## src/rtl/core_sequencer_pkg.sv

```systemverilog
// Shared RV32I control definitions: opcode constants, sequencer state, trap cause and PC-select encodings.
// Used by the sequencer, decoder and datapath.
package core_sequencer_pkg;

   localparam logic [6:0] OPC_LOAD     = 7'b0000011;
   localparam logic [6:0] OPC_MISC_MEM = 7'b0001111;
   localparam logic [6:0] OPC_OP_IMM   = 7'b0010011;
   localparam logic [6:0] OPC_AUIPC    = 7'b0010111;
   localparam logic [6:0] OPC_STORE    = 7'b0100011;
   localparam logic [6:0] OPC_OP       = 7'b0110011;
   localparam logic [6:0] OPC_LUI      = 7'b0110111;
   localparam logic [6:0] OPC_BRANCH   = 7'b1100011;
   localparam logic [6:0] OPC_JALR     = 7'b1100111;
   localparam logic [6:0] OPC_JAL      = 7'b1101111;
   localparam logic [6:0] OPC_SYSTEM   = 7'b1110011;

   // Explicit encodings keep the state values stable for the legacy debug taps.
   typedef enum logic [2:0] {
      ST_FETCH  = 3'd0,
      ST_DECODE = 3'd1,
      ST_EXEC   = 3'd2,
      ST_MEM    = 3'd3,
      ST_WB     = 3'd4,
      ST_HALT   = 3'd5
   } state_t;

   typedef enum logic [1:0] {
      TRAP_NONE    = 2'd0,
      TRAP_SYSTEM  = 2'd1,
      TRAP_ILLEGAL = 2'd2,
      TRAP_TIMEOUT = 2'd3
   } trap_cause_t;

   typedef enum logic [1:0] {
      PC_PLUS4   = 2'd0,
      PC_PLUS_IMM = 2'd1,
      PC_ALU     = 2'd2
   } pc_sel_t;

   function automatic logic is_base_opcode(input logic [6:0] op);
      logic hit;
      hit = 1'b0;
      case (op)
         OPC_LOAD, OPC_MISC_MEM, OPC_OP_IMM, OPC_AUIPC, OPC_STORE, OPC_OP,
         OPC_LUI, OPC_BRANCH, OPC_JALR, OPC_JAL, OPC_SYSTEM: hit = 1'b1;
         default: hit = 1'b0;
      endcase
      return hit;
   endfunction

   function automatic pc_sel_t exec_pc_sel(input logic [6:0] op, input logic taken);
      pc_sel_t sel;
      sel = PC_PLUS4;
      case (op)
         OPC_JAL:    sel = PC_PLUS_IMM;
         OPC_BRANCH: sel = taken ? PC_PLUS_IMM : PC_PLUS4;
         OPC_JALR:   sel = PC_ALU;
         default:    sel = PC_PLUS4;
      endcase
      return sel;
   endfunction

endpackage

```

## src/rtl/core_sequencer_bus_wait_timer.sv

```systemverilog
// Counts consecutive wait cycles of a memory handshake; expired flags the wait
// cycle that reaches MEM_TIMEOUT.
module bus_wait_timer #(
   parameter int unsigned TMR_W       = 8,
   parameter int unsigned MEM_TIMEOUT = 255
) (
   input  logic clk,
   input  logic reset,
   input  logic clear,
   input  logic inc,
   output logic expired
);

   localparam logic [TMR_W-1:0] LAST_WAIT = TMR_W'(MEM_TIMEOUT - 1);

   logic [TMR_W-1:0] count;

   always_ff @(posedge clk) begin
      if (reset || clear) begin
         count <= '0;
      end else if (inc) begin
         count <= count + 1'b1;
      end
   end

   // Count holds the waits already seen, so this cycle is wait number count+1.
   assign expired = inc && (count == LAST_WAIT);

endmodule

```

## src/rtl/core_sequencer.sv

```systemverilog
// Multi-cycle RV32I control sequencer: FETCH/DECODE/EXEC/MEM/WB with imem/dmem
// handshakes, gated regfile/PC writes, halt on SYSTEM, illegal opcode or bus timeout.
module core_sequencer
   import core_sequencer_pkg::*;
#(
   parameter int unsigned MEM_TIMEOUT = 255,
   parameter int unsigned TMR_W       = 8,
   parameter int unsigned CNT_W       = 32
) (
   input  logic             clk,
   input  logic             reset,
   output logic             imem_req,
   input  logic             imem_ready,
   output logic             ir_we,
   input  logic [6:0]       opcode,
   input  logic             dec_we3,
   input  logic             dec_wem,
   input  logic             dec_load,
   input  logic             branch_taken,
   output logic             dmem_req,
   output logic             dmem_we,
   input  logic             dmem_ready,
   output logic             rf_we,
   output logic             pc_we,
   output logic [1:0]       pc_sel,
   output logic             halted,
   output logic [1:0]       trap_cause,
   output logic [CNT_W-1:0] retired
);

   state_t      state, state_nxt;
   trap_cause_t trap_q, trap_nxt;
   pc_sel_t     pc_sel_q;
   logic        tmr_inc;
   logic        tmr_expired;

   // Any cycle that is not a wait is either a state exit or outside FETCH/MEM,
   // so clearing on !inc also clears on every state entry.
   assign tmr_inc = ((state == ST_FETCH) && !imem_ready) ||
                    ((state == ST_MEM)   && !dmem_ready);

   bus_wait_timer #(
      .TMR_W      (TMR_W),
      .MEM_TIMEOUT(MEM_TIMEOUT)
   ) u_wait_timer (
      .clk    (clk),
      .reset  (reset),
      .clear  (!tmr_inc),
      .inc    (tmr_inc),
      .expired(tmr_expired)
   );

   always_comb begin
      state_nxt = state;
      trap_nxt  = trap_q;
      case (state)
         ST_FETCH: begin
            if (imem_ready) begin
               state_nxt = ST_DECODE;
            end else if (tmr_expired) begin
               state_nxt = ST_HALT;
               trap_nxt  = TRAP_TIMEOUT;
            end
         end
         ST_DECODE: begin
            if (opcode == OPC_SYSTEM) begin
               state_nxt = ST_HALT;
               trap_nxt  = TRAP_SYSTEM;
            end else if (!is_base_opcode(opcode)) begin
               state_nxt = ST_HALT;
               trap_nxt  = TRAP_ILLEGAL;
            end else begin
               state_nxt = ST_EXEC;
            end
         end
         ST_EXEC: begin
            state_nxt = (dec_load || dec_wem) ? ST_MEM : ST_WB;
         end
         ST_MEM: begin
            if (dmem_ready) begin
               state_nxt = ST_WB;
            end else if (tmr_expired) begin
               state_nxt = ST_HALT;
               trap_nxt  = TRAP_TIMEOUT;
            end
         end
         ST_WB:   state_nxt = ST_FETCH;
         ST_HALT: state_nxt = ST_HALT;
         default: state_nxt = ST_FETCH;
      endcase
   end

   always_ff @(posedge clk) begin
      if (reset) begin
         state    <= ST_FETCH;
         trap_q   <= TRAP_NONE;
         pc_sel_q <= PC_PLUS4;
         retired  <= '0;
      end else begin
         state  <= state_nxt;
         trap_q <= trap_nxt;
         if (state == ST_EXEC) begin
            pc_sel_q <= exec_pc_sel(opcode, branch_taken);
         end
         if (state == ST_WB) begin
            retired <= retired + 1'b1;
         end
      end
   end

   assign imem_req   = (state == ST_FETCH);
   assign ir_we      = imem_req && imem_ready;
   assign dmem_req   = (state == ST_MEM);
   assign dmem_we    = dmem_req && dec_wem;
   assign rf_we      = (state == ST_WB) && dec_we3 && !dec_wem;
   assign pc_we      = (state == ST_WB);
   assign pc_sel     = pc_sel_q;
   assign halted     = (state == ST_HALT);
   assign trap_cause = trap_q;

endmodule

```

## config.mk

```make
export PLATFORM = sky130hd
export DESIGN_NAME = core_sequencer
export DESIGN_NICKNAME = d
export VERILOG_FILES = /design/src/rtl/core_sequencer_pkg.sv /design/src/rtl/core_sequencer_bus_wait_timer.sv /design/src/rtl/core_sequencer.sv
export SDC_FILE = /design/constraint.sdc
export NUM_CORES = 1
export LEC_CHECK = 0
export ABC_AREA = 1
export ABC_CLOCK_PERIOD_IN_PS = 3800
export CORE_MARGIN = 4
export CORE_UTILIZATION = 50
export DETAILED_ROUTE_END_ITERATION = 6
export DONT_BUFFER_PORTS = 1
export PLACE_DENSITY = 0.72
export RECOVER_POWER = 25
export SYNTH_ARGS = -nofsm -noshare
export SYNTH_HDL_FRONTEND = slang
export SYNTH_SLANG_ARGS = --single-unit
```

## constraint.sdc

```tcl
create_clock -name clk -period 3.8 [get_ports clk]
set_clock_uncertainty 0.2 [all_clocks]
set_input_delay 0.76 -clock clk [delete_from_list [all_inputs] [get_ports clk]]
set_output_delay 0.76 -clock clk [all_outputs]
set_load 0.02 [all_outputs]
```

# Word-level counts from Yosys, hierarchy flattened
# Index checks and enable logic that the tools add are counted.
[classes]
n_addsub = 2
eq_ne = 20
muxes = 18
n_reduce_logical = 18
[ops]
columns = ["cell", "n"]
rows = [
  ["adder 32 x 1 -> 32 bit, second input constant", 1],
  ["== test 7 bit, second input constant", 4],
  ["== test 7 x 6 -> 1 bit, second input constant", 3],
  ["2-to-1 mux 3 bit", 6],
  ["one-hot mux 3 bit (5 select lines)", 1],
  ["== test 7 x 5 -> 1 bit, second input constant", 2],
  ["one-hot mux 2 bit (3 select lines)", 2],
  ["OR reduction 11 bit", 1],
  ["2-to-1 mux 2 bit", 5],
  ["adder 8 x 1 -> 8 bit, second input constant", 1],
  ["== test 8 bit, second input constant", 1],
  ["== test 7 x 2 -> 1 bit, second input constant", 1],
  ["== test 7 x 4 -> 1 bit, second input constant", 1],
  ["logical AND 1 bit", 7],
  ["== test 3 x 2 -> 1 bit, second input constant", 2],
  ["== test 3 bit, second input constant", 2],
  ["zero test 1 bit", 4],
  ["2-to-1 mux 1 bit", 4],
  ["inequality test 2 bit, second input constant", 2],
  ["AND reduction 4 bit", 1],
  ["== test 3 x 1 -> 1 bit, second input constant", 1],
  ["zero test 3 bit", 1],
  ["logical OR 1 bit", 3],
  ["inequality test 3 bit, second input constant", 1],
  ["nonzero test 3 bit", 1],
]
[totals]
ff_bits = 47
input_bits = 15

# Logic depth before layout (Yosys ltp)
# Gate-level depths: netlist of the first run.
[depth]
ltp_word = 8
depth_mapped = 11
mapped_depth_nobuf = 11

# Modules after synthesis
# Synthesis of the first run repeated with hierarchy kept, for this count alone.
[hier_totals]
cells_unflattened = 458
hier_area_um2 = 2934.1
[by_module_without_submodules]
columns = ["mod", "n_inst", "cells_each", "area_per_inst_um2", "seq_area_each_um2"]
rows = [
  ["core_sequencer", 1, 406, 2539.9, 780.7],
  ["bus_wait_timer", 1, 52, 394.1, 160.2],
]

# Worst setup path before layout of the first run
# Ideal clock, no wire load.
[synth_timing]
path_type = "input -> output"
from = "input imem_ready"
to = "output ir_we"
arrival_time_ns = 1.427
t_required_ns = 2.840
setup_slack_ns = 1.413
cell_stages = 2
path_cell_list = "inv_1 > nor4_1"
[synth_via]
elab_chain_len = 1
[synth_rtl]
columns = ["element", "line_no", "text"]
rows = [
  ["from (decl)", "core_sequencer.sv:13", "input logic imem_ready,"],
  ["logical AND 1 bit", "core_sequencer.sv:112", "assign ir_we = imem_req && imem_ready;"],
  ["to (decl)", "core_sequencer.sv:14", "output logic ir_we,"],
]
# No other way between the ends.

# Final worst setup path of the first run
[layout_timing]
from = "register state[2]"
to = "output pc_we"
[layout_via]
elab_chain_len = 1
[layout_rtl]
columns = ["element", "line_no", "text"]
rows = [
  ["from (decl)", "core_sequencer.sv:31", "state_t state, state_nxt;"],
  ["from (signal assigned)", "core_sequencer.sv:100", "state <= state_nxt;"],
  ["== test 3 bit", "core_sequencer.sv:116", "assign pc_we = (state == ST_WB);"],
  ["to (decl)", "core_sequencer.sv:24", "output logic pc_we,"],
]
# No other way between the ends.

==> metrics.md, run 1 <==
| Metric | Value |
|---|---|
| TritonCTS buffer count | 5 |
| Initial antenna violation count | 0 |
| Clock Pin Slew Worst Setup and Hold Paths | approximately 90 ps |
| Pwr Total | ~1.1 mW |
| Grt ovf | 0 |
| Post-DR vias/cell | 5.220 |
| Antenna viol nets, final | 0 |
| Syn Nets | roughly 460 |
| GRT Total Usage | 18.93% |
| Initial core utilization | a little over half |
| Peak VDD IR | roughly 0.23 mV |
| Core ar. | roughly 5300 um2 |
| Share of total power in combinational logic | a little under a tenth |
| Post-CTS Resized | 0 |
| Clock Power Share | 40.8% |
| Fill cells | 544 |
| Vias | 2,657 |
| Ports | 58 |
| Crit path DAT | approximately 1500 ps |
| Hold_ws | around 290 ps |
| Worst Setup Start Kind | register |
| Register area | 940.9 um2 |
| CP Cell Sequence | nand3_4 -> inv_1 |
| CTS Root Cell | clkbuf_8 |
| GP Congestion | about 0.92 |
| Post-Route Utilization | 56.60% |
| First-pass GRT wire length | approximately 11 mm |
| Antenna cell count | 0 |
| Layout area overhead | 6.619% |
| Psw | about 270 uW |
| Post-CTS Hold Buffers | 0 |
| Fin. Hold Viols | 0 |
| Post-Syn Area | 2798 um2 |
| Post-CTS Setup Bufs | 0 |
| First drt pass iteration count | 4 |
| Max Freq | roughly 400 MHz |
| CTS tree | built |
| Setup violators final | 0 |
| Critical path capture point type | primary output |
| CTS Sinks | between 40 and 50 |
| Max Slew Vio Count | 0 |
| Worst path max stage delay | roughly 470 ps |
| Die outline height | a little over 80 um |
| Nets | between 400 and 500 |
| RSZ-0062 raised after global routing | false |
| 1st-iter DRT viols | 138 |
| Sequential share of power | around half |
| Drt total wl | 6.447 mm |
| Clk Latency, worst-skew pair | 300 ps |
| Post-DP HPWL | approximately 5.0 mm |
| Die Wd | 82.80 um |
| DP Cell Count | between 500 and 600 |
| Post-synthesis area per instance | between 6 and 7 um2 |
| Fin Setup TNS | 0 ps |
| Dpl ws | 1346 ps |
| Post-synthesis cell type count | 36 |
| Design area | a little under 3000 um2 |
| Hold/Removal Path Class | register to register |
| Cell Int Power | between 700 and 800 uW |
| Worst path slowest cell | dfxtp_1 |
| Ys Warns | 0 |
| Final setup margin | roughly 1300 ps |
| Post-DR wirelength/cell | 12.67 um |
| H-tree lvl count | 2 |
| Register bit total from synthesis | between 40 and 50 |
| Worst relative slew slack | approximately 40% |
| Vias in the first global route | around 2,500 |
| Final Non-Filler Cells | 509 |
| Port buffer count | 0 |
| DRC | 0 |
| Max Root-Sink Buffers | 2 |
| PwrDens | between 300 and 400 nW/um2 |
| Pin count of the biggest net entering global routing | 22 |
| CP Max Fanout | 18 |
| Min Tclk post-route | ~2500 ps |
| Seq/Total Area, Yosys | about a third |
| Die area | roughly 7000 um2 |
| Final period util | 64.64% |
| Outcome | finished clean |
| Worst EP required | 2840 ps |
| Worst slew pin tran | ~890 ps |
| Synth Instances | ~440 |
| Share of cells above drive strength 1 | under 10% |
| Placed Area | 2860 um2 |
| Pleak | approximately 1.1 nW |
| Row count | 26 |
| Crit path kind | register to primary output |
| Area of the multi-input gates | approximately 1600 um2 |
| Max_cap viols | 0 |
| Sw Ratio | between 20% and 30% |
-- cell families (layout without fill, tap and decap cells) --
family	count (synthesis)	after routing	share of synthesized area [%]
flops	47	47	33.63
fa+ha+maj	3	3	1.342
buf+inv	52	54	7.066
mux	1	1	0.4025
compound gates	47	47	9.302
simple gates	278	278	45.44
xor+xnor	9	9	2.818
-- layout make-up --
class,instances,area share [%]
sequential,47,31.54
clock buffer,6,2.433
tap,70,2.936
inverter,46,5.789
multi-input combinational,338,55.29
clock inverter,2,2.013
-- cell usage in the layout, fill, tap and decap left out, types with 4 or more instances in the layout --
cell and count:
nand2_1 138, nor2_1 72, dfxtp_1 47, inv_1 43, a21oi_1 25, nand3_1 23
nor3_1 13, o21ai_0 13, nand3b_1 7, xor2_1 6, nand4_1 5, clkbuf_8 5
nor2_4 4
-- synthesized netlist by cell type, drive strengths merged --
cell | number | area share [%]
nor2b | 1 | 0.22
buf | 2 | 0.36
ha | 3 | 1.3
xor2 | 6 | 1.9
nand3 | 26 | 6.0
or2 | 1 | 0.22
nand4 | 5 | 1.1
dfxtp | 47 | 34
inv | 46 | 6.2
nor3 | 16 | 3.4
and3 | 1 | 0.22
clkbuf | 4 | 0.54
nand2 | 142 | 20
o21ai | 15 | 2.8
o21ba | 1 | 0.36
a21oi | 26 | 4.8
nand3b | 7 | 1.9
xnor2 | 3 | 0.94
nor4 | 1 | 0.22
o21bai | 1 | 0.27
mux2 | 1 | 0.40
nor2 | 78 | 12
a211oi | 1 | 0.27
o211a | 1 | 0.36
a31oi | 2 | 0.45
-- worst max-delay path: cells and delay by family (launching register included) --
kind	cells	cell delay (ps)
buffers and inverters	1	450
flip-flops	1	470
AND/OR/NAND/NOR	1	260
-- flip-flops by register name, indices dropped and copies added, names as in the netlist --
name,cells
trap_cause,2
state,3
pc_sel,2
retired,32
u_wait_timer.count,8
-- power groups by stage --
stage / logic [mW] / registers, mW / clock network (mW)
2_1_floorplan: 0.0891 / 0.536 / 0
3_3_place_gp: 0.0986 / 0.538 / 0
3_5_place_dp: 0.102 / 0.539 / 0
4_1_cts: 0.102 / 0.527 / 0.440
5_1_grt: 0.115 / 0.530 / 0.462
6_report: 0.100 / 0.527 / 0.432
-- metal layers --
layer | wire length [um] | track usage (%) | share of wire [%]
met5 | 0 | 0 | 0
met2 | 3148 | 32.80 | 49
met3 | 510 | 6.535 | 7.9
met4 | 64 | 4.903 | 0.99
met1 | 2724 | 22.23 | 42
-- worst paths after layout --
kind,from,to,slack [ps],cells after the start
hold reg to reg,u_wait_timer.count[0],u_wait_timer.count[0],290,1
setup reg to reg,retired[0],retired[14],1730,8
setup / recovery,state[2],pc_we,1340,2
hold / removal,u_wait_timer.count[0],u_wait_timer.count[0],290,1
Note: power is estimated with default switching activity, not from simulation.
==> run 2: changes to the inputs <==
--- a/config.mk
+++ b/config.mk
@@ -5,13 +5,13 @@
 export SDC_FILE = /design/constraint.sdc
 export NUM_CORES = 1
 export LEC_CHECK = 0
-export ABC_AREA = 1
-export ABC_CLOCK_PERIOD_IN_PS = 3800
+export ABC_AREA = 0
+export ABC_CLOCK_PERIOD_IN_PS = 2200
 export CORE_MARGIN = 4
 export CORE_UTILIZATION = 50
 export DETAILED_ROUTE_END_ITERATION = 6
 export DONT_BUFFER_PORTS = 1
-export PLACE_DENSITY = 0.72
+export PLACE_DENSITY = 0.75
 export RECOVER_POWER = 25
 export SYNTH_ARGS = -nofsm -noshare
 export SYNTH_HDL_FRONTEND = slang
==> constraint.sdc (replaced) <==
create_clock -name clk -period 2.2 [get_ports clk]
set_clock_uncertainty 0.2 [all_clocks]
set_input_delay 0.44 -clock clk [delete_from_list [all_inputs] [get_ports clk]]
set_output_delay 0.44 -clock clk [all_outputs]
set_load 0.02 [all_outputs]
==> run 2 against run 1 <==
  * Sequential cell count unchanged
  * Synthesized area is 19% lower
  * Sequential share of layout area rose by 4.1 points
  * Register-to-register slack worse by 1500 ps
  * Sequential power is 68% higher
  * Setup slack lost 1200 ps
  * Clock power increased by 72%
  * Non-clock buffer count up 30
  * Clock-buffer cell count shrank 1
  * Critical path type unchanged
==> metrics.md, run 2 <==
| Metric | Value |
|---|---|
| Outcome | finished clean |
| Hold/Removal Path Class | input pin to register |
| Clk Latency, worst-skew pair | 300 ps (about the same) |
| Min Tclk post-route | roughly 2100 ps |
| Commonest non-fill, non-tap cell in the layout | nor2_1 |
| Sw Ratio | 21.82% (-3.2 points) |
| Synth area leader | dfxtp_1 |
| Initial core utilization | 51.98% (-1.1 points) |
| Seq/Total Area, Yosys | 41.57% (+7.9 points) |
| Worst Setup Start Kind | register |
| GP Congestion | 0.8312 (-9.7%) |
| Worst EP required | 1560 ps (-1280 ps) |
| Fill cells | 386 (-29%) |
| Row count | 24 (-7.7%) |
| Vias in the first global route | 1,694 (-31%) |
| Max Freq | approximately 480 MHz |
| Synth top cells by count | nor2_1, dfxtp_1, xor2_1, nand3_1, nand2_1 |
| Layout area overhead | 16.75% |
| CP Max Fanout | 10 (-8) |
| Die Wd | 75.28 um (-9.1%) |
| Initial antenna violation count | 0 (unchanged) |
| Critical path capture point type | primary output |
| Share of total power in combinational logic | 6.6% (-2.8 points) |
| Synth Instances | 260 (-41%) |
| CTS tree | built |
| Placed Area | 2501 um2 (-13%) |
| Fin Setup TNS | 0 ps (unchanged) |
| Die outline height | 75.28 um (-9.1%) |
| Crit path DAT | 1430 ps (-70 ps) |
| Max Slew Vio Count | 0 (unchanged) |
| Synth area leaders | dfxtp_1, xor2_1, nor2_1 |
| Fin. Hold Viols | 0 (unchanged) |
| Register bit total from synthesis | 47 (unchanged) |
| Pin count of the biggest net entering global routing | 36 (+64%) |
| Post-DR vias/cell | 5.526 (+5.9%) |
| Pleak | 1.019 nW (-5.6%) |
| Max Root-Sink Buffers | 2 (unchanged) |
| DRC | 0 (unchanged) |
| Post-Syn Area | 2263 um2 (-19%) |
| Number of synthesized flops with an enable pin | 0 (unchanged) |
| Area of the multi-input gates | 1255 um2 (-24%) |
| CTS Root Cell | clkbuf_8 |
| Nets | 307 (-33%) |
| CTS Sinks | 47 (unchanged) |
| Max FFs per register | 32 (unchanged) |
| PwrDens | 659.8 nW/um2 (+86%) |
| Sequential share of power | 50.9% (+1.1 points) |
| First-pass GRT wire length | 7.969 mm (-28%) |
| Commonest non-fill, non-tap cells in the layout | nor2_1, dfxtp_1, xor2_1, nand3_1, buf_4 |
| Ys Warns | 0 (unchanged) |
| Share of cells above drive strength 1 | 13.45% (+6.4 points) |
| Clock Power Share | 42.5% (+1.7 points) |
| Ports | 58 (unchanged) |
| Count leader, synth | nor2_1 |
| Antenna cell count | 0 (unchanged) |
| Psw | 380.4 uW (+43%) |
| Peak VDD IR | 0.3948 mV (+72%) |
| TritonCTS buffer count | 5 (unchanged) |
| Antenna viol nets, final | 0 (unchanged) |
| Post-synth top area share | 41.57% (+7.9 points) |
| Worst slew pin tran | 510.2 ps (-381.7 ps) |
| Final period util | a little over nine tenths |
| 1st-iter DRT viols | 109 (-21%) |
| Max_cap viols | 0 (unchanged) |
| Post-DP HPWL | 3.418 mm (-32%) |
| Crit path kind | register to primary output |
| Core ar. | 4354 um2 (-17%) |
| Worst relative slew slack | 65.80% (+26 points) |
| Largest register by flop count | retired |
| Clock Pin Slew Worst Setup and Hold Paths | 90 ps (about the same) |
| GRT Total Usage | 18.17% (-0.76 points) |
| Grt ovf | 0 (unchanged) |
| First drt pass iteration count | 4 (unchanged) |
| H-tree lvl count | 2 (unchanged) |
| Die area | 5667 um2 (-17%) |
| Post-DR wirelength/cell | 14.60 um (+15%) |
| Design area | 2643 um2 (-11%) |
| Post-synthesis cell type count | 38 (+5.6%) |
| Post-synthesis area per instance | 8.705 um2 (+36%) |
| Syn Nets | 278 (-39%) |
| Most common flop cell mapped by yosys | dfxtp_1 |
| Vias | 1,890 (-29%) |
| Drt total wl | 4.993 mm (-23%) |
| Post-CTS Setup Bufs | 0 (unchanged) |
| Regs by FF count | retired (32), u_wait_timer.count (8), state (3) |
| Setup violators final | 0 (unchanged) |
| Cell Int Power | 1.363 mW (+72%) |
| RSZ-0062 raised after global routing | false |
| Asr flop ratio synth | 0% (unchanged) |
| Register area | 942.2 um2 (+0.13%) |
| Port buffer count | 0 (unchanged) |
run 2: cell types whose count changed after synthesis, moves of 5 or more:
cell,previous run,this run
nand2_1,137,16
inv_1,43,8
xor2_1,6,30
nor2_1,71,48
a21oi_1,25,7
o21ai_0,13,3
and4_1,0,7
nand3b_1,7,0
nand4_1,5,10
nor2_4,5,0
nor3_1,13,8
run 2: cell families (layout without fill, tap and decap cells):
kind of cell             Yosys count  after routing  share of synthesized area (%)
buffers and inverters             16             46                          2.985
adder cells (fa/ha/maj)            3              3                          1.659
XOR/XNOR                          37             37                          14.32
AO/OA/AOI/OAI                     22             22                          6.302
flip-flops                        47             47                          41.57
AND/OR/NAND/NOR                  135            135                          33.17
run 2: routing by layer:
layer,vias to the layer above,GRT usage [%],wire length (um)
li1,957,-,-
met1,879,22.72,2121
met2,49,30.39,2447
met3,5,5.607,370
met4,0,4.660,54
met5,-,0,0
run 2: worst max-delay path: stages (launching register included):
cell and delay (ps):
dfxtp_1 410, nor2_1 170, nand2_1 160, nor3b_1 230, buf_4 170
run 2: layout make-up:
cell class	instances	area share, %
sequential	47	35.65
clock inverter	3	2.557
inverter	8	1.136
tap	52	2.462
clock buffer	5	2.604
multi-input combinational	197	47.49
timing repair buffer	30	8.097
run 2: worst paths after layout:
kind,endpoint,startpoint,depth (start not counted),slack [ps]
min,retired[29],reset,1,20
min reg2reg,u_wait_timer.count[0],u_wait_timer.count[0],1,320
max reg2reg,retired[31],state[1],6,250
max,rf_we,state[1],4,130
run 2: repair_timing:
action / in CTS / in global routing
resized for setup: 0 / 1
setup endpoints to repair: 0 / 1
hold buffers: 2 / 0
endpoints found under the hold margin: 35 / 0
run 2: power by group through the flow:
stage	sequential, mW	combinational (mW)	clock, mW
2_1_floorplan	0.900	0.0889	0
3_3_place_gp	0.905	0.0980	0
3_5_place_dp	0.907	0.0991	0
4_1_cts	0.887	0.116	0.765
5_1_grt	0.890	0.128	0.796
6_report	0.887	0.115	0.742
run 2: through the flow:
step	hold WS [ps]	cells	setup slack, ps	power (mW)	util [%]
2_1_floorplan	252.6	260	110.0	0.9893	-
3_3_place_gp	279.0	332	196.3	1.003	57.44
3_5_place_dp	298.0	332	163.4	1.006	57.44
4_1_cts	0.4547	342	59.73	1.768	61.26
5_1_grt	4.375	342	9.819	1.814	60.69
6_report	17.32	342	131.4	1.744	60.69
==> run 3: changes to the inputs <==
--- a/config.mk
+++ b/config.mk
@@ -11,7 +11,7 @@
 export CORE_UTILIZATION = 50
 export DETAILED_ROUTE_END_ITERATION = 6
 export DONT_BUFFER_PORTS = 1
-export PLACE_DENSITY = 0.75
+export PLACE_DENSITY = 0.68
 export RECOVER_POWER = 25
 export SYNTH_ARGS = -nofsm -noshare
 export SYNTH_HDL_FRONTEND = slang
==> run 3 against run 2 <==
  * Critical path depth fell by 2
  * Maximum frequency grew 0.95%
  * Clock power fell by 31%
  * Global-route usage is 0.38 points lower
  * Critical path type unchanged
==> metrics.md, run 3 (same netlist as run 2, synthesis figures left out) <==
| Metric | Value |
|---|---|
| RSZ-0062 raised after global routing | false |
| Die outline height | 75.28 um (unchanged) |
| Largest register by flop count | retired |
| Reg2reg setup slack | 330 ps (+80 ps) |
| Regs by FF count | retired (32), u_wait_timer.count (8), state (3) |
| Layer with the highest usage | met2 |
| Hold/Removal Path Class | input pin to register |
| Worst reg2reg startpoint | state[1] |
| Nets | 310 (+0.98%) |
| Top delay family on crit path | simple AND/OR/NAND/NOR gates |
| DRC | 0 (unchanged) |
| Max Root-Sink Buffers | 2 (unchanged) |
| Area of the multi-input gates | 1255 um2 (unchanged) |
| Worst slew pin tran | 569.4 ps (+59.20 ps) |
| Hold depth | 1 (unchanged) |
| Commonest non-fill, non-tap cells in the layout | nor2_1, dfxtp_1, xor2_1, nand3_1, buf_4 |
| WHS Endpoint | state[2] |
| First-pass GRT wire length | 7.872 mm (-1.2%) |
| Worst path slowest cell | dfxtp_1 |
| Grt ovf | 0 (unchanged) |
| GR met2 Demand/Resource | 30.11% (-0.29 points) |
| Clock Pin Slew Worst Setup and Hold Paths | 90 ps (about the same) |
| Post-DR wirelength/cell | 14.16 um (-3.0%) |
| TritonCTS buffer count | 5 (unchanged) |
| Peak VDD IR | 0.2866 mV (-27%) |
| Crit path kind | register to primary output |
| Core ar. | 4354 um2 (unchanged) |
| CTS Sinks | 47 (unchanged) |
| Worst relative slew slack | 61.83% (-4.0 points) |
| Met3 usage | 5.073% (-0.53 points) |
| Max_cap viols | 0 (unchanged) |
| Vias in the first global route | 1,807 (+6.7%) |
| Fin. Hold Viols | 0 (unchanged) |
| GRT Total Usage | 17.79% (-0.38 points) |
| Row count | 24 (unchanged) |
| Antenna viol nets, final | 0 (unchanged) |
| CP Max Fanout | 10 (unchanged) |
| Layout area overhead | 15.70% |
| Initial core utilization | 51.98% (unchanged) |
| Die Wd | 75.28 um (unchanged) |
| Reg-to-Reg End | retired[27] |
| Commonest non-fill, non-tap cell in the layout | nor2_1 |
| Clk Latency, worst-skew pair | 290 ps (about the same) |
| Post-CTS Setup Bufs | 0 (unchanged) |
| Max Slew Vio Count | 0 (unchanged) |
| CTS Root Cell | clkbuf_8 |
| Critical path capture point type | primary output |
| CP bufs+invs | 0 (-1) |
| GP Congestion | 0.8875 (+6.8%) |
| Pleak | 1.005 nW (-1.4%) |
| Setup violators final | 0 (unchanged) |
| Crit path DAT | 1410 ps (-20 ps) |
| Post-DR vias/cell | 5.397 (-2.3%) |
| CTS tree | built |
| CP Cell Sequence | nor2b_1 -> and3_1 |
| PwrDens | 580.1 nW/um2 (-12%) |
| Max FFs per register | 32 (unchanged) |
| Fill cells | 404 (+4.7%) |
| H-tree lvl count | 2 (unchanged) |
| Drt total wl | 4.886 mm (-2.1%) |
| Final period util | 93.15% (-0.88 points) |
| R2r worst-path depth | 6 (unchanged) |
| Share of cells above drive strength 1 | 13.31% (-0.14 points) |
| Initial antenna violation count | 0 (unchanged) |
| Ports | 58 (unchanged) |
| Max Freq | 488.0 MHz (+0.95%) |
| Min Tclk post-route | 2049 ps (-19.38 ps) |
| First drt pass iteration count | 4 (unchanged) |
| Port buffer count | 0 (unchanged) |
| Post-Route Utilization | 60.14% (-0.55 points) |
| Worst path max stage delay | 510 ps (+100 ps) |
| Worst EP required | 1560 ps (about the same) |
| GR Util met1 | 22.06% (-0.66 points) |
| Fin Setup TNS | 0 ps (unchanged) |
| Register area | 942.2 um2 (unchanged) |
| Vias | 1,862 (-1.5%) |
| Worst Setup Start Kind | register |
| Outcome | finished clean |
| 1st-iter DRT viols | 66 (-39%) |
| Die area | 5667 um2 (unchanged) |
| Post-DP HPWL | 3.436 mm (+0.54%) |
| Pin count of the biggest net entering global routing | 33 (-8.3%) |
| Hold_sp | reset |
| Antenna cell count | 0 (unchanged) |
## run 3: cell count changes in the layout (fill, tap and decap cells not counted)
cell and delta:
bufinv_16 -2, clkbuf_1 +1, dlygate4sd3_1 +2, clkinv_2 +1, clkinvlp_4 +1
## run 3: how the worst max path moves through the flow
stage               startpoint  depth (start not counted)            end  slack [ps]
detailed placement   opcode[3]                          5  trap_cause[1]         150
global route          state[1]                          4          rf_we           2
finish                state[1]                          2        dmem_we         150
floorplan             state[2]                          3          ir_we         110
global placement     opcode[3]                          5  trap_cause[1]         180
CTS                   state[0]                          4          rf_we         130
## run 3: routing by layer
metal	vias to the layer above	part of all wire, %
met3	4	5.5
met5	-	0
met2	38	46
met4	0	0.86
li1	959	-
met1	861	47
## run 3: layout make-up
cell class                      instances  share of cell area (%)
Sequential cell                        47                   35.98
Inverter                                8                   1.147
Clock buffer                            5                   2.628
Clock inverter                          3                  0.7645
Tap cell                               52                   2.484
Multi-Input combinational cell        197                   47.92
Timing Repair Buffer                   33                   9.078
## run 3: what timing repair did
item / in CTS / in global routing
endpoints found under the setup margin: 0 / 1
resized for setup: 0 / 1
hold endpoints to repair: 32 / 2
hold buffers: 2 / 2
## run 3: where the power goes
group | internal, mW | leakage, nW | total, mW | switching (mW)
logic | 0.0498 | 0.585 | 0.118 | 0.0679
clock network | 0.221 | 0.0402 | 0.515 | 0.294
registers | 0.863 | 0.380 | 0.886 | 0.0231
total | 1.13 | 1.00 | 1.52 | 0.385
## run 3: through the flow
step	setup slack, ps	power [mW]	instance area [um2]	hold slack [ps]	cells
floorplan	110.0	0.9893	2263	252.6	260
global placement	184.4	1.004	2509	279.3	333
detailed placement	154.6	1.005	2509	286.2	333
CTS	129.2	1.534	2628	0.4359	343
global route	2.346	1.590	2619	33.88	345
finish	150.7	1.519	2619	52.73	345
## run 3: worst reg2reg max path, cell delays in order (launching register included)
cell and delay (ps):
dfxtp_1 410, nand4bb_4 310, nor4_4 290, buf_4 220, nand3_1 110, xor2_1 180
nor2_1 100
